**src/rtl/uart_pkg.sv**
```systemverilog
// Shared encodings for the SFR-mapped UART receiver: FSM states, status bit
// positions and synchroniser depth.
package uart_pkg;

    typedef enum logic [1:0] {
        ST_IDLE,
        ST_START,
        ST_DATA,
        ST_STOP
    } rx_state_t;

    localparam int STAT_RDY   = 0;
    localparam int STAT_OVR   = 1;
    localparam int STAT_FE    = 2;
    localparam int SYNC_DEPTH = 2;

endpackage

```
**src/rtl/uart_rx_fifo.sv**
```systemverilog
// Circular receive FIFO; pointers carry an extra wrap bit so full and empty
// are told apart by comparison alone. Used only when UART_RX_FIFO_EN is defined.
module uart_rx_fifo #(
    parameter int DEPTH = 4
) (
    input  logic       clk,
    input  logic       rst,
    input  logic       push,
    input  logic       pop,
    input  logic [7:0] din,
    output logic       full,
    output logic       empty,
    output logic [7:0] head
);

    localparam int AW = $clog2(DEPTH);

    logic [7:0]  mem [DEPTH];
    logic [AW:0] wr_ptr;
    logic [AW:0] rd_ptr;
    logic        do_pop;
    logic        do_push;

    assign empty   = (wr_ptr == rd_ptr);
    assign full    = (wr_ptr[AW] != rd_ptr[AW]) && (wr_ptr[AW-1:0] == rd_ptr[AW-1:0]);
    assign do_pop  = pop && !empty;
    // A pop in the same cycle frees the slot, so a push into a full FIFO still lands.
    assign do_push = push && (!full || do_pop);
    assign head    = mem[rd_ptr[AW-1:0]];

    always_ff @(posedge clk) begin
        if (rst) begin
            wr_ptr <= '0;
            rd_ptr <= '0;
        end else begin
            if (do_push) wr_ptr <= wr_ptr + 1'b1;
            if (do_pop)  rd_ptr <= rd_ptr + 1'b1;
        end
    end

    always_ff @(posedge clk) begin
        if (do_push) mem[wr_ptr[AW-1:0]] <= din;
    end

endmodule

```
**src/rtl/sfr_uart_rx.sv**
```systemverilog
// SFR-mapped 8N1 UART receiver with data and status registers on the r8051 SFR bus.
// Define UART_RX_FIFO_EN for a FIFO_DEPTH-entry buffer; otherwise a single holding register.
module sfr_uart_rx #(
    parameter logic [7:0] SFR_ADDRESS  = 8'h99,
    parameter int         CLKS_PER_BIT = 16,
    parameter int         FIFO_DEPTH   = 4
) (
    input  logic       clk,
    input  logic       rst,
    input  logic       rx,
    input  logic       ram_rd_en_sfr,
    input  logic [7:0] ram_rd_addr,
    output logic [7:0] sfr_rd_byte,
    output logic       sfr_rd_vld,
    output logic       rx_irq
);

    import uart_pkg::*;

    localparam int            CW           = $clog2(CLKS_PER_BIT);
    localparam logic [CW-1:0] BIT_LAST     = CW'(CLKS_PER_BIT - 1);
    localparam logic [CW-1:0] HALF_BIT     = CW'(CLKS_PER_BIT / 2 - 1);
    localparam logic [7:0]    STAT_ADDRESS = SFR_ADDRESS + 8'd1;

    logic [SYNC_DEPTH-1:0] sync;
    logic                  rx_s;
    rx_state_t             state;
    logic [CW-1:0]         cnt;
    logic [2:0]            bi;
    logic [7:0]            shift;
    logic                  armed;
    logic                  stop_tick;
    logic                  push;
    logic                  fe_evt;
    logic                  ovr_evt;
    logic                  rd_data_hit;
    logic                  rd_stat_hit;
    logic                  pop;
    logic                  full;
    logic                  empty;
    logic [7:0]            head;
    logic                  ovr;
    logic                  fe;
    logic [7:0]            status;

    always_ff @(posedge clk) begin
        if (rst) sync <= '1;
        else     sync <= {sync[SYNC_DEPTH-2:0], rx};
    end
    assign rx_s = sync[SYNC_DEPTH-1];

    // armed is cleared on every start so a line held low (e.g. after a framing error) cannot retrigger.
    always_ff @(posedge clk) begin
        if (rst) begin
            state <= ST_IDLE;
            cnt   <= '0;
            bi    <= '0;
            shift <= '0;
            armed <= 1'b0;
        end else begin
            case (state)
                ST_IDLE: begin
                    if (armed && !rx_s) begin
                        state <= ST_START;
                        cnt   <= '0;
                        armed <= 1'b0;
                    end else if (rx_s) begin
                        armed <= 1'b1;
                    end
                end
                ST_START: begin
                    if (cnt == HALF_BIT) begin
                        cnt   <= '0;
                        bi    <= '0;
                        state <= rx_s ? ST_IDLE : ST_DATA;
                    end else begin
                        cnt <= cnt + 1'b1;
                    end
                end
                ST_DATA: begin
                    if (cnt == BIT_LAST) begin
                        cnt       <= '0;
                        shift[bi] <= rx_s;
                        if (bi == 3'd7) state <= ST_STOP;
                        else            bi    <= bi + 3'd1;
                    end else begin
                        cnt <= cnt + 1'b1;
                    end
                end
                ST_STOP: begin
                    if (cnt == BIT_LAST) begin
                        cnt   <= '0;
                        state <= ST_IDLE;
                    end else begin
                        cnt <= cnt + 1'b1;
                    end
                end
                default: state <= ST_IDLE;
            endcase
        end
    end

    assign stop_tick   = (state == ST_STOP) && (cnt == BIT_LAST);
    assign push        = stop_tick && rx_s;
    assign fe_evt      = stop_tick && !rx_s;
    assign rd_data_hit = ram_rd_en_sfr && (ram_rd_addr == SFR_ADDRESS);
    assign rd_stat_hit = ram_rd_en_sfr && (ram_rd_addr == STAT_ADDRESS);
    assign pop         = rd_data_hit && !empty;
    assign ovr_evt     = push && full && !pop;

`ifdef UART_RX_FIFO_EN
    uart_rx_fifo #(
        .DEPTH (FIFO_DEPTH)
    ) u_fifo (
        .clk   (clk),
        .rst   (rst),
        .push  (push),
        .pop   (pop),
        .din   (shift),
        .full  (full),
        .empty (empty),
        .head  (head)
    );
`else
    logic [7:0] hold;
    logic       hold_vld;

    always_ff @(posedge clk) begin
        if (rst) begin
            hold     <= '0;
            hold_vld <= 1'b0;
        end else if (push && (!hold_vld || pop)) begin
            hold     <= shift;
            hold_vld <= 1'b1;
        end else if (pop) begin
            hold_vld <= 1'b0;
        end
    end

    assign full  = hold_vld;
    assign empty = !hold_vld;
    assign head  = hold;
`endif

    // A flag being set in the same cycle as its clear-on-read keeps it set.
    always_ff @(posedge clk) begin
        if (rst) begin
            ovr <= 1'b0;
            fe  <= 1'b0;
        end else begin
            if (ovr_evt)          ovr <= 1'b1;
            else if (rd_stat_hit) ovr <= 1'b0;
            if (fe_evt)           fe  <= 1'b1;
            else if (rd_stat_hit) fe  <= 1'b0;
        end
    end

    always_comb begin
        status           = '0;
        status[STAT_RDY] = !empty;
        status[STAT_OVR] = ovr;
        status[STAT_FE]  = fe;
    end

    always_ff @(posedge clk) begin
        if (rst) begin
            sfr_rd_byte <= '0;
            sfr_rd_vld  <= 1'b0;
        end else begin
            sfr_rd_vld <= rd_data_hit || rd_stat_hit;
            if (rd_stat_hit) sfr_rd_byte <= status;
            else if (pop)    sfr_rd_byte <= head;
            else             sfr_rd_byte <= 8'h00;
        end
    end

    assign rx_irq = !empty;

endmodule

```
**config.mk**
```make
export PLATFORM = sky130hd
export DESIGN_NAME = sfr_uart_rx
export DESIGN_NICKNAME = d
export VERILOG_FILES = /design/src/rtl/uart_pkg.sv /design/src/rtl/uart_rx_fifo.sv /design/src/rtl/sfr_uart_rx.sv
export SDC_FILE = /design/constraint.sdc
export NUM_CORES = 1
export LEC_CHECK = 0
export CAP_MARGIN = 20
export CORE_ASPECT_RATIO = 1.75
export CORE_MARGIN = 1.5
export CORE_UTILIZATION = 54
export DETAILED_ROUTE_END_ITERATION = 6
export GPL_TIMING_DRIVEN = 1
export HOLD_SLACK_MARGIN = 0.08
export PLACE_DENSITY = 0.8
export SLEW_MARGIN = 5
export SYNTH_ARGS = -nofsm -noshare
export SYNTH_HDL_FRONTEND = slang
export SYNTH_SLANG_ARGS = --single-unit
export TNS_END_PERCENT = 5
```
**constraint.sdc**
```tcl
create_clock -name clk -period 2.2 [get_ports clk]
set_input_delay 0.44 -clock clk [delete_from_list [all_inputs] [get_ports clk]]
set_output_delay 0.44 -clock clk [all_outputs]
set_load 0.01 [all_outputs]
```
==> flow_metrics.py, run 1 <==
metrics = {
    "routing": {
        "dr.pass1.iters": 5,
        "avgRoutedWirePerCell_um": 14.2,
        "antenna_left": 0,
        "drc": 0,
        "dr.first_iter.drc_count": 23,
        "wl_mm": 3.60,
        "avgViaCountPerCell": 5.70,
        "via_count": 1443,
    },
    "cells_and_area": {
        "layout-drive-gt1-share": 0.0810,
        "num_antenna_cells": 0,
        "final_nets": 224,
        "nFillCells": 266,
        "seqCellArea_um2": 801,
        "fin_util": 0.662,
        "area_delta_synth_final_pct": 19.1,
        "multi_input_area_um2": 848,
        "layout.cells.non_filler": 253,
        "final_cell_mix": "40 x dfxtp_1, 21 x clkdlybuf4s50_1, 15 x nor2_1, 15 x a21oi_1, 14 x nand3_1",
        "finish.instance_area_um2": 2060,
        "final_common_cell": "dfxtp_1",
    },
    "yosys": {
        "yosys_warnings": 0,
        "netlist_instances": 190,
        "synth_area_leader_cell": "dfxtp_1",
        "synthFlopType": "dfxtp_1",
        "synthArstFlopShare": 0,
        "synth.distinct_cells": 40,
        "synth_top_area_frac": 0.463,
        "syn_nets": 205,
        "synth.avg_cell_area_um2": 9.09,
        "synth_area_leaders": "dfxtp_1 46%, mux2i_1 5.2%, a21oi_1 4.3%, nand3_1 4.1%, o21ai_0 3.5%",
        "syn-cell-area_um2": 1730,
        "synth_seq_cells": 40,
        "synth-edff-count": 0,
        "ys_seq_area_frac": 0.463,
    },
    "grt": {
        "grt_pass1_wl_mm": 5.99,
        "antenna_found_initial": 0,
        "grt_pass1_vias": 1424,
        "grt-ovfl-total": 0,
        "grt_max_degree": 15,
        "grt.total_usage": 0.231,
    },
    "clocking": {
        "clk_latency_ns": 0.30,
        "cts_tree": "yes",
        "clk_pin_slew_worst_paths_ns": 0.08,
        "numCtsBuffers": 5,
        "post-cts-setup-buffers": 0,
        "cts.sinks": 40,
        "hold_buffers": 0,
        "cts_root_buf": "clkbuf_8",
        "clock_path_buffers": 2,
        "cts_resized": 0,
        "htree_levels": 2,
    },
    "power_and_ir_drop": {
        "p_leak_nw": 0.815,
        "ir_worst_vdd_v": 0.000471,
        "p_per_area_nw_per_um2": 694,
        "total_power_mw": 1.43,
    },
    "sta": {
        "period_share": 0.876,
        "worstMarginPinSlew_ns": 0.520,
        "rsz0062_at_grt": "false",
        "finalCriticalPeriod_ns": 1.93,
        "setup_violations": 0,
        "report.final.hold_viol_count": 0,
        "final.setup.tns_ns": 0,
        "relSlewSlack": 0.652,
        "fmaxAchievable_ghz": 0.519,
        "slew_violations": 0,
        "skew_ns": 0.00782,
    },
    "critical_path": {
        "cp.required_ns": 2.38,
        "worstSetupEndpointType": "register",
        "crit_type": "reg -> reg",
        "critPathLaunchType": "register",
        "path_max_fanout": 10,
        "arrival_ns": 2.11,
    },
    "worst_hold_path": {
        "hold_path_class": "reg -> reg",
    },
    "run": {
        "maxCapViolCount": 0,
    },
    "die": {
        "placeableCoreArea_um2": 3110,
        "top_level_ports": 22,
        "row_count": 27,
        "die_area_um2": 3560,
        "initial_utilization": 0.556,
        "die_y_um": 77.8,
        "dieWidth_um": 45.8,
    },
    "placement": {
        "io_buffers": 21,
        "gp_congestion": 0.805,
        "hpwl_mm": 2.63,
        "dp.cells": 245,
        "place_area_um2": 1950,
    },
    "run_status": {
        "run_status": "finished clean",
    },
}
kinds of logic (layout without fill, tap and decap cells):
family | count (synthesis) | in the layout | share of synthesized area
flip-flops | 40 | 40 | 0.463
XOR/XNOR | 1 | 1 | 0.00507
AO/OA/AOI/OAI | 41 | 41 | 0.143
buffers and inverters | 15 | 35 | 0.0456
adder cells (fa/ha/maj) | 3 | 3 | 0.0217
AND/OR/NAND/NOR | 80 | 80 | 0.262
multiplexers | 10 | 10 | 0.0587
flip-flops by register name, summed over array words and instances (netlist names), 2 cells and up, named ones only:
signal,flops
sync,2
head,8
shift,8
cnt,4
sfr_rd_byte,8
bi,3
per-stage QoR:
step / hold WS [ns] / worst slack (ns)
final: 0.414 / 0.273
after global routing: 0.432 / 0.0617
after CTS: 0.414 / 0.243
after detailed placement: 0.393 / 0.217
after global placement: 0.401 / 0.312
after floorplan: 0.389 / 0.530
path summary, 6_finish.rpt:
| path | startpoint | endpoint | slack (ns) | cells past startpoint |
|---|---|---|---|---|
| max | cnt[0] | head[2] | 0.27 | 5 |
| min | sync[0] | sync[1] | 0.41 | 1 |
| max reg2reg | cnt[0] | head[2] | 0.27 | 5 |
| min reg2reg | sync[0] | sync[1] | 0.41 | 1 |
per-layer routing:
| metal | vias up | wire length (um) | track usage |
|---|---|---|---|
| met5 | - | 0 | 0 |
| met4 | 0 | 142 | 0.149 |
| met3 | 11 | 139 | 0.0512 |
| met2 | 38 | 2020 | 0.407 |
| met1 | 678 | 1300 | 0.221 |
| li1 | 716 | - | - |
cell type report:
cell class / count / share of cell area
tap: 43 / 0.0261
multi-input combinational: 135 / 0.412
sequential: 40 / 0.389
timing repair buffer: 24 / 0.113
clock inverter: 3 / 0.0207
inverter: 3 / 0.00547
clock buffer: 5 / 0.0334
synth_stat cells, types with 2 or more instances:
cell and instances:
a21oi_1 15, a22oi_1 2, a31oi_1 2, a32oi_1 2, and2_1 8, and3_1 3
buf_2 3, buf_6 2, clkbuf_1 6, dfxtp_1 40, ha_1 3, inv_1 3
mux2i_1 9, nand2_1 7, nand2b_1 4, nand3_1 14, nand3b_1 4, nand4_1 7
nor2_1 15, nor2b_1 6, nor3_1 2, o211ai_1 2, o21ai_0 12, or2_2 3
critical path, cell delays in order (launching register included):
cell and delay, ns:
dfxtp_1 0.40, ha_1 0.30, and3_1 0.37, nand4_1 0.35, o21ai_0 0.30, a21oi_1 0.10
where the power goes:
group | internal, mW | switching, mW | leakage [nW]
Clock | 0.335 | 0.259 | 0.0541
Sequential | 0.734 | 0.0159 | 0.323
Combinational | 0.0434 | 0.0405 | 0.438
Note: power is estimated with default switching activity, not from simulation.
==> inputs of run 2 (changes only) <==
Settings changed: ABC_CLOCK_PERIOD_IN_PS set to 2200, SETUP_SLACK_MARGIN set to 0.2.
==> run 2 against run 1 <==
Net effect: sequential share of layout area is 0.14 points lower; setup slack better by 0.020 ns; critical path depth up 1; core utilization grew 0.24 points; die area unchanged; via count up 0.42%; clock power is 0.7% lower; critical endpoint is now bi[2]; first-iteration DRC count is 74% higher; global-route usage did not move; combinational power about the same; largest power group unchanged.
==> flow_metrics.py, run 2 (same netlist as run 1, synthesis figures left out) <==
metrics = {
    "run_status": {
        "run_status": "finished clean",
    },
    "sta": {
        "skew_ns": 0.00615,
        "finalCriticalPeriod_ns": 1.91,
        "fmaxAchievable_ghz": 0.524,
        "setup_violations": 0,
        "setup_ws_ns": 0.292,
        "slew_violations": 0,
        "period_share": 0.867,
        "final.setup.tns_ns": 0,
        "report.final.hold_viol_count": 0,
        "rsz0062_at_grt": "true",
        "worstMarginPinSlew_ns": 0.498,
        "relSlewSlack": 0.667,
    },
    "routing": {
        "dr.first_iter.drc_count": 40,
        "avgViaCountPerCell": 5.70,
        "drc": 0,
        "wl_mm": 3.63,
        "avgRoutedWirePerCell_um": 14.3,
        "via_count": 1449,
        "antenna_left": 0,
        "dr.pass1.iters": 4,
    },
    "die": {
        "top_level_ports": 22,
        "initial_utilization": 0.556,
        "row_count": 27,
        "dieWidth_um": 45.8,
        "placeableCoreArea_um2": 3110,
        "die_y_um": 77.8,
        "die_area_um2": 3560,
    },
    "clocking": {
        "clk_pin_slew_worst_paths_ns": 0.07,
        "clock_path_buffers": 2,
        "cts_tree": "yes",
        "hold_buffers": 0,
        "htree_levels": 2,
        "numCtsBuffers": 5,
        "cts_root_buf": "clkbuf_8",
        "cts.sinks": 40,
        "post-cts-setup-buffers": 0,
        "clk_latency_ns": 0.29,
        "cts_resized": 0,
    },
    "grt": {
        "grt.total_usage": 0.231,
        "grt_max_degree": 15,
        "grt_pass1_wl_mm": 5.99,
        "grt-ovfl-total": 0,
        "antenna_found_initial": 0,
        "grt_pass1_vias": 1424,
    },
    "cells_and_area": {
        "num_antenna_cells": 0,
        "area_delta_synth_final_pct": 19.6,
        "final_cell_mix": "40 x dfxtp_1, 21 x clkdlybuf4s50_1, 15 x nor2_1, 15 x a21oi_1, 14 x nand3_1",
        "final_nets": 225,
        "nFillCells": 267,
        "final_common_cell": "dfxtp_1",
        "layout-drive-gt1-share": 0.0853,
    },
    "placement": {
        "post-place-ws_ns": 0.217,
        "hpwl_mm": 2.63,
        "gp_congestion": 0.805,
        "io_buffers": 21,
    },
    "critical_path": {
        "reg2reg_slack_ns": 0.29,
        "path_max_fanout": 7,
        "arrival_ns": 2.14,
        "crit_type": "reg -> reg",
        "worstSetupEndpointType": "register",
        "cp.required_ns": 2.43,
        "crit_start": "bi[0]",
        "r2r_start": "bi[0]",
        "critPathLaunchType": "register",
    },
    "power_and_ir_drop": {
        "p_per_area_nw_per_um2": 690,
        "p_leak_nw": 0.820,
        "ir_worst_vdd_v": 0.000471,
    },
    "run": {
        "maxCapViolCount": 0,
    },
    "worst_hold_path": {
        "hold_path_class": "reg -> reg",
        "min_from": "sync[0]",
    },
}
-- run 2: critical path: stages (launching register included) --
cell and delay [ns]:
dfxtp_1 0.43, ha_1 0.19, ha_1 0.19, and4bb_1 0.22
o211ai_1 0.37, mux2_1 0.37, nor2_1 0.08
-- run 2: layout make-up --
cell class | instances | area (um2) | area share
tap | 43 | 53.8 | 0.0260
timing repair buffer | 25 | 240 | 0.116
sequential | 40 | 801 | 0.388
inverter | 3 | 11.3 | 0.00545
clock inverter | 3 | 42.5 | 0.0206
clock buffer | 5 | 68.8 | 0.0333
multi-input combinational | 135 | 848 | 0.411
-- run 2: metal layers --
metal	track usage	part of all wire	vias to the layer above
li1	-	-	717
met1	0.221	0.36	671
met2	0.407	0.55	48
met3	0.0512	0.047	13
met4	0.149	0.042	0
met5	0	0	-
-- run 2: power breakdown --
part           total [mW]  switching, mW  internal (mW)
registers           0.750         0.0158          0.734
logic              0.0840         0.0405         0.0434
clock network       0.591          0.256          0.335
total                1.42          0.312           1.11
-- run 2: stage by stage --
stage | util | area (um2) | cells | power, mW | hold slack (ns)
6_report | 0.665 | 2070 | 254 | 1.42 | 0.414
5_1_grt | 0.665 | 2070 | 254 | 1.47 | 0.432
4_1_cts | 0.662 | 2060 | 253 | 1.44 | 0.414
3_5_place_dp | 0.626 | 1950 | 245 | 0.848 | 0.393
3_3_place_gp | 0.626 | 1950 | 245 | 0.845 | 0.401
2_1_floorplan | - | 1730 | 190 | 0.816 | 0.389
-- run 2: final timing paths --
path	depth (start not counted)	endpoint
worst min-delay path	1	sync[1]
worst max register to register	6	bi[2]
worst min register to register	1	sync[1]
worst max-delay path	6	bi[2]
==> inputs of run 3 (changes only) <==
Settings changed: SKIP_LAST_GASP set to 1.
==> results of run 3 <==
No change in the layout: final DEF, timing and power equal those of run 2.
